**src/rtl/fadd_sched.sv**
```systemverilog
// Round-robin scheduler sharing one pipelined fadd unit among NREQ requesters.
// Optional FADD_SCHED_SUB_EN adds req_sub_i so that a request can compute x1 - x2.
module fadd_sched #(
  parameter int unsigned NREQ     = 4,
  parameter int unsigned FADD_LAT = 2
) (
  input  logic                 clk_i,
  input  logic                 rst_i,
  input  logic [NREQ-1:0]      req_valid_i,
  input  logic [32*NREQ-1:0]   req_x1_i,
  input  logic [32*NREQ-1:0]   req_x2_i,
`ifdef FADD_SCHED_SUB_EN
  input  logic [NREQ-1:0]      req_sub_i,
`endif
  output logic [NREQ-1:0]      req_ready_o,
  output logic [31:0]          fadd_x1_o,
  output logic [31:0]          fadd_x2_o,
  input  logic [31:0]          fadd_y_i,
  output logic [NREQ-1:0]      resp_valid_o,
  output logic [31:0]          resp_y_o,
  output logic [3:0]           inflight_o
);

  logic [2:0]            rr_ptr_q, rr_ptr_d;
  logic                  grant_vld;
  logic [2:0]            grant_id;
  logic [2:0]            scan_idx;
  logic [7:0]            valid_pad;
  logic [7:0][31:0]      x1_arr, x2_arr;
  logic [31:0]           x1_sel, x2_sel;

  logic                  issue_vld_q;
  logic [2:0]            issue_id_q;
  logic [31:0]           fadd_x1_q, fadd_x2_q;

  logic [FADD_LAT-1:0]      tag_vld_q;
  logic [FADD_LAT-1:0][2:0] tag_id_q;
  logic                     tail_vld;
  logic [2:0]               tail_id;

  logic [NREQ-1:0]       resp_valid_q, resp_valid_d;
  logic [31:0]           resp_y_q;
  logic [3:0]            inflight_q, inflight_d;

  assign valid_pad = 8'(req_valid_i);
  assign x1_arr    = 256'(req_x1_i);
  assign x2_arr    = 256'(req_x2_i);

  // Scan upward from rr_ptr_q; reset forces an empty grant.
  always_comb begin
    grant_vld = 1'b0;
    grant_id  = '0;
    scan_idx  = '0;
    if (!rst_i) begin
      for (int unsigned k = 0; k < NREQ; k++) begin
        scan_idx = 3'((32'(rr_ptr_q) + k) % NREQ);
        if (!grant_vld && valid_pad[scan_idx]) begin
          grant_vld = 1'b1;
          grant_id  = scan_idx;
        end
      end
    end
  end

  always_comb begin
    req_ready_o = '0;
    for (int unsigned i = 0; i < NREQ; i++) begin
      req_ready_o[i] = grant_vld && (32'(grant_id) == i);
    end
  end

  always_comb begin
    rr_ptr_d = rr_ptr_q;
    if (grant_vld) begin
      rr_ptr_d = 3'((32'(grant_id) + 1) % NREQ);
    end
  end

  always_comb begin
    x1_sel = x1_arr[grant_id];
    x2_sel = x2_arr[grant_id];
`ifdef FADD_SCHED_SUB_EN
    if (8'(req_sub_i) >> grant_id != 8'd0 && ((8'(req_sub_i) >> grant_id) & 8'd1) == 8'd1) begin
      x2_sel[31] = ~x2_sel[31];
    end
`endif
  end

  assign tail_vld = tag_vld_q[FADD_LAT-1];
  assign tail_id  = tag_id_q[FADD_LAT-1];

  always_comb begin
    resp_valid_d = '0;
    for (int unsigned i = 0; i < NREQ; i++) begin
      resp_valid_d[i] = tail_vld && (32'(tail_id) == i);
    end
  end

  // A response is counted as retired at the edge that ends its resp_valid cycle.
  assign inflight_d = inflight_q + 4'(grant_vld) - 4'(|resp_valid_q);

  always_ff @(posedge clk_i or posedge rst_i) begin
    if (rst_i) begin
      rr_ptr_q     <= '0;
      issue_vld_q  <= 1'b0;
      issue_id_q   <= '0;
      fadd_x1_q    <= '0;
      fadd_x2_q    <= '0;
      tag_vld_q    <= '0;
      tag_id_q     <= '0;
      resp_valid_q <= '0;
      resp_y_q     <= '0;
      inflight_q   <= '0;
    end else begin
      rr_ptr_q    <= rr_ptr_d;
      issue_vld_q <= grant_vld;
      if (grant_vld) begin
        issue_id_q <= grant_id;
        fadd_x1_q  <= x1_sel;
        fadd_x2_q  <= x2_sel;
      end
      tag_vld_q[0] <= issue_vld_q;
      tag_id_q[0]  <= issue_id_q;
      for (int unsigned i = 1; i < FADD_LAT; i++) begin
        tag_vld_q[i] <= tag_vld_q[i-1];
        tag_id_q[i]  <= tag_id_q[i-1];
      end
      resp_valid_q <= resp_valid_d;
      if (tail_vld) begin
        resp_y_q <= fadd_y_i;
      end
      inflight_q <= inflight_d;
    end
  end

  assign fadd_x1_o    = fadd_x1_q;
  assign fadd_x2_o    = fadd_x2_q;
  assign resp_valid_o = resp_valid_q;
  assign resp_y_o     = resp_y_q;
  assign inflight_o   = inflight_q;

endmodule
```
**config.mk**
```make
export PLATFORM = sky130hd
export DESIGN_NAME = fadd_sched
export DESIGN_NICKNAME = d
export VERILOG_FILES = /design/src/rtl/fadd_sched.sv
export SDC_FILE = /design/constraint.sdc
export NUM_CORES = 1
export LEC_CHECK = 0
export ABC_AREA = 0
export CORE_AREA = 2 2 155 157
export DETAILED_ROUTE_END_ITERATION = 16
export DIE_AREA = 0 0 157 159
export PLACE_DENSITY = 0.74
export SYNTH_ARGS = -nofsm -noshare
export SYNTH_HDL_FRONTEND = slang
export SYNTH_SLANG_ARGS = --single-unit
```
**constraint.sdc**
```tcl
create_clock -name clk_i -period 17.17 [get_ports clk_i]
set_input_delay 3.434 -clock clk_i [delete_from_list [all_inputs] [get_ports clk_i]]
set_output_delay 3.434 -clock clk_i [all_outputs]
set_load 0.005 [all_outputs]
```
* Yosys cells after proc, flatten, opt, wreduce, memory -nomap -nowiden *
Index checks and enable logic that the tools add are counted.

storage, ports and cells
  input port bits = 294
  word-level logic and storage cells = 70
  bits in registers = 118
  output and inout bits = 108

cells by class
  muxes and demuxes = 25
  equality and inequality tests = 6
  order comparisons = 5
  reduce and logical (&&, ||, !) cells = 17
  add/subtract/negate cells = 6

operators with widths
  cell                                                 count
  binary-select mux 32 bit (select 3 bit)              2
  two-way mux 32 bit                                   2
  < comparator 2 x 4 -> 1 bit, second input constant   4
  equality test 3 x 2 -> 1 bit, second input constant  4
  two-way mux 1 bit                                    12
  two-way mux 3 bit                                    4
  logical AND 1 bit                                    11
  binary-select mux 1 bit (select 2 bit)               4
  equality test 3 x 1 -> 1 bit, second input constant  2
  zero test 3 bit                                      2
  adder 2 x 1 -> 2 bit, second input constant          2
  adder 2 bit, second input constant                   2
  adder 4 x 1 -> 4 bit                                 1
  < comparator 3 x 4 -> 1 bit, second input constant   1
  OR reduction 4 bit                                   1
  subtractor 4 x 1 -> 4 bit                            1
  zero test 1 bit                                      3
  two-way mux 2 bit                                    1

* Depth between registers and ports, before layout *
  word-level depth = 18
  mapped depth = 10
  gate-level depth less buffers = 8

* Worst setup path after synthesis *
Ideal clock, no wire load.

  kind = input-to-output
  start = input rst_i
  end = output req_ready_o[0]
  buffers on the path = 2
  data arrival time = 7147 ps
  required time = 13736 ps
  slack = 6589 ps
  cell stages on the path = 8
  cells stage by stage = inv_1 nand2_4 nor2_1 inv_2 buf_6 buf_2 ha_1 and3_1

on the way
  longest elaborated chain between the ends = 3
  elaborated cells between the ends (all ways) = 4
  those cells by class = 2 x mux; 2 x reduce/logical

RTL lines
  what                line  text
  start: declaration  8     input logic rst_i,
  two-way mux 3 bit   54    if (!rst_i) begin
  net grant_id[1]     26    logic [2:0] grant_id;
  zero test 3 bit     68    req_ready_o[i] = grant_vld && (32'(grant_id) == i);
  logical AND 1 bit   68
  end: declaration    15    output logic [NREQ-1:0] req_ready_o,

The timed path passes the listed nets, and every way through them passes these cells.

* Final worst setup path *
  start = input req_valid_i[2]
  end = output req_ready_o[0]

on the way
  longest elaborated chain between the ends = 18
  elaborated cells between the ends (all ways) = 29
  those cells by class = 21 x mux; 8 x reduce/logical

RTL lines
  what                                     line  text
  start: declaration                       9     input logic [NREQ-1:0] req_valid_i,
  binary-select mux 1 bit (select 2 bit)   57    if (!grant_vld && valid_pad[scan_idx]) begin
  two-way mux 1 bit (implied by the code)  57
  two-way mux 1 bit                        57
  two-way mux 1 bit                        54
  zero test 1 bit                          57
  logical AND 1 bit                        57
  two-way mux 1 bit                        57
  two-way mux 1 bit                        54
  (+3 left out)                            n/a
  two-way mux 1 bit                        54
  zero test 1 bit                          57
  logical AND 1 bit                        57
  two-way mux 3 bit (*)                    57
  two-way mux 3 bit (*)                    54
  net grant_id[0]                          26
  zero test 3 bit (*)                      68
  logical AND 1 bit (*)                    68

Mark *: on every way through the listed nets, which the timed path passes. The rest lies on a longest branch. The select of a mux whose other input is x is not followed.

==> qor.yml <==
status: "finished, final reports clean"
crit_path_max_fanout: 47
die-area_um2: 25000
arrival_ns: 7.36
syn_area_um2: 6400
tns_ns: 0
avgSynthCellArea_um2: 11.1
root_buffer: "clkbuf_16"
htree_levels: 4
hp-class: "reg2reg"
finalWirelength_um: 25300
viasPerCell: 5.12
clock_latency_ns: 0.41
clkSinkCount: 115
drive_gt1_frac: 0.116
grt_max_degree: 74
ys_dominant_reg_cell: "dfrtp_1"
die_h_um: 159
slew_headroom: 0.229
setup_violations: 0
dr.pass1.iters: 5
skew_ns: 0.0122
power_density_nw_per_um2: 107
synthMostInstantiatedCell: "dfrtp_1"
antenna_found_initial: 1
synth.area.top_cells: "dfrtp_1 45%, mux2_2 10%, a221o_1 7.0%, mux2i_1 5.9%, o31ai_1 5.3%"
synth_top_area_frac: 0.450
start_kind: "primary input"
cts-hold-fix-buffers: 0
tightest_slew_ns: 1.16
synth_top_area_cell: "dfrtp_1"
p_leak_nw: 4.59
die_w_um: 157
final_nets: 1243
clock_tree.buffer_depth: 2
antenna_left: 0
holdCritStartpoint: "issue_vld_q"
grt_pass1_wl_um: 38300
num_rows: 56
synth_edf_count: 0
tritoncts: "done"
regArea_um2: 2880
rsz0062_at_grt: "no"
globalRouteTotalUtil: 0.198
drcViolationCount: 0
post_drt_wl_per_cell_um: 19.9
cap_violations: 0
ys_warn_count: 0
gp_congestion: 0.779
finalCritPeriodShare: 0.629
syn_to_final_growth_pct: 75.2
multi_input_area_um2: 3220
hpwl_um: 18300
synth_common_cells: "115 x dfrtp_1, 59 x mux2_2, 49 x a21oi_1"
portBuffers: 401
cp-end-kind: "output port"
fp.coreArea_um2: 23200
syn_inst: 574
required_ns: 13.74
ir_drop_mv: 0.0460
yosysSeqAreaShare: 0.450
ios: 402
worst-setup-path-type: "in2out"
fillers: 2159
ys_types: 40
syn_nets: 877
dr.first_iter.drc_count: 332
cts_buffers: 17
initial_utilization: 0.276
crit_start: "req_valid_i[2]"
cts-resized-gates: 0
num_vias: 6517
clk_pin_slew_worst_paths_ns: 0.06
drv_slew: 0
ys_seq_elements: 115
final_hold_viol_count: 0
grt_pass1_vias: 6803
final_core_util: 0.483
critical_path.reg2reg.startpoint: "rr_ptr_q[1]"
overflow: 0
post-cts-setup-buffer-count: 0
async_flop_share: 1.00
fmax_mhz: 92.6
fin_crit_ns: 10.79
-- cells in the final DEF, fill, tap and decap left out, drive strengths merged, types with 3 or more instances in the layout --
cell / netlist / routed
dfrtp: 115 / 115
inv: 11 / 14
clkdlybuf4s50: 0 / 401
nor2: 7 / 7
o221ai: 18 / 18
bufinv: 0 / 3
nand4: 45 / 45
clkbuf: 37 / 17
a21oi: 50 / 50
and3: 5 / 5
o31ai: 45 / 45
a221o: 45 / 45
mux2: 77 / 77
xnor2: 3 / 3
ha: 8 / 8
buf: 23 / 6
mux2i: 38 / 38
nand2: 29 / 29
clkinv: 0 / 7
-- layer usage --
layer	track usage	vias to the layer above	wire [um]
met5	0	-	0
met4	0.0688	0	652
met3	0.0569	44	2210
met2	0.344	372	12800
met1	0.231	3121	9640
li1	-	2980	-
-- state kept, by name, indices dropped and copies added (netlist names) --
signal / count
fadd_x1_o: 32
fadd_x2_o: 32
inflight_o: 4
issue_id_q: 2
issue_vld_q: 1
resp_valid_o: 4
resp_y_o: 32
rr_ptr_q: 2
tag_id_q: 2
tag_vld_q: 2
tail_id: 2
-- final timing paths --
check | endpoint | depth (start not counted) | slack [ns]
max | req_ready_o[0] | 9 | 6.38
min | tag_vld_q[0] | 0 | 0.34
max reg2reg | fadd_x1_o[16] | 6 | 13.39
min reg2reg | tag_vld_q[0] | 0 | 0.34
max in group asynchronous | fadd_x2_o[30] | 3 | 12.39
min in group asynchronous | inflight_o[0] | 2 | 3.55
-- through the flow --
step | hold WS [ns] | std cells | total power (W) | area (um^2) | setup slack, ns
2_1_floorplan | 0.331 | 574 | 0.000591 | 6400 | 6.59
3_3_place_gp | 0.331 | 1240 | 0.000834 | 10600 | 6.46
3_5_place_dp | 0.336 | 1240 | 0.000843 | 10600 | 6.33
4_1_cts | 0.344 | 1271 | 0.00122 | 11200 | 6.32
5_1_grt | 0.344 | 1272 | 0.00127 | 11200 | 6.09
6_report | 0.340 | 1272 | 0.00120 | 11200 | 6.38
-- cell families after synthesis --
kind of cell / Yosys count / share of synthesized area
compound gates: 165 / 0.196
mux: 115 / 0.195
flops: 115 / 0.450
simple gates: 96 / 0.0839
buf+inv: 71 / 0.0528
fa+ha+maj: 9 / 0.0188
xor+xnor: 3 / 0.00411
-- worst max-delay path, cell delays in order --
cell,delay [ns]
clkdlybuf4s50_1,0.48
mux2i_1,0.30
or2_2,0.85
nand3_4,0.67
nor2_2,0.40
inv_2,0.30
ha_1,0.28
and3_1,0.16
clkdlybuf4s50_1,0.45
-- power breakdown --
group          internal (W)  switching [W]
Sequential         0.000335      0.0000434
Combinational      0.000267       0.000191
Clock              0.000230       0.000136
Total              0.000833       0.000370
-- final cells by class --
| class | instances | area share |
|---|---|---|
| Timing Repair Buffer | 407 | 0.362 |
| Multi-Input combinational cell | 388 | 0.287 |
| Sequential cell | 115 | 0.257 |
| Clock buffer | 17 | 0.0379 |
| Tap cell | 319 | 0.0356 |
| Clock inverter | 14 | 0.0161 |
| Inverter | 11 | 0.00391 |
| Antenna cell | 1 | 0.000223 |
Power figures use the tool's default switching activity.
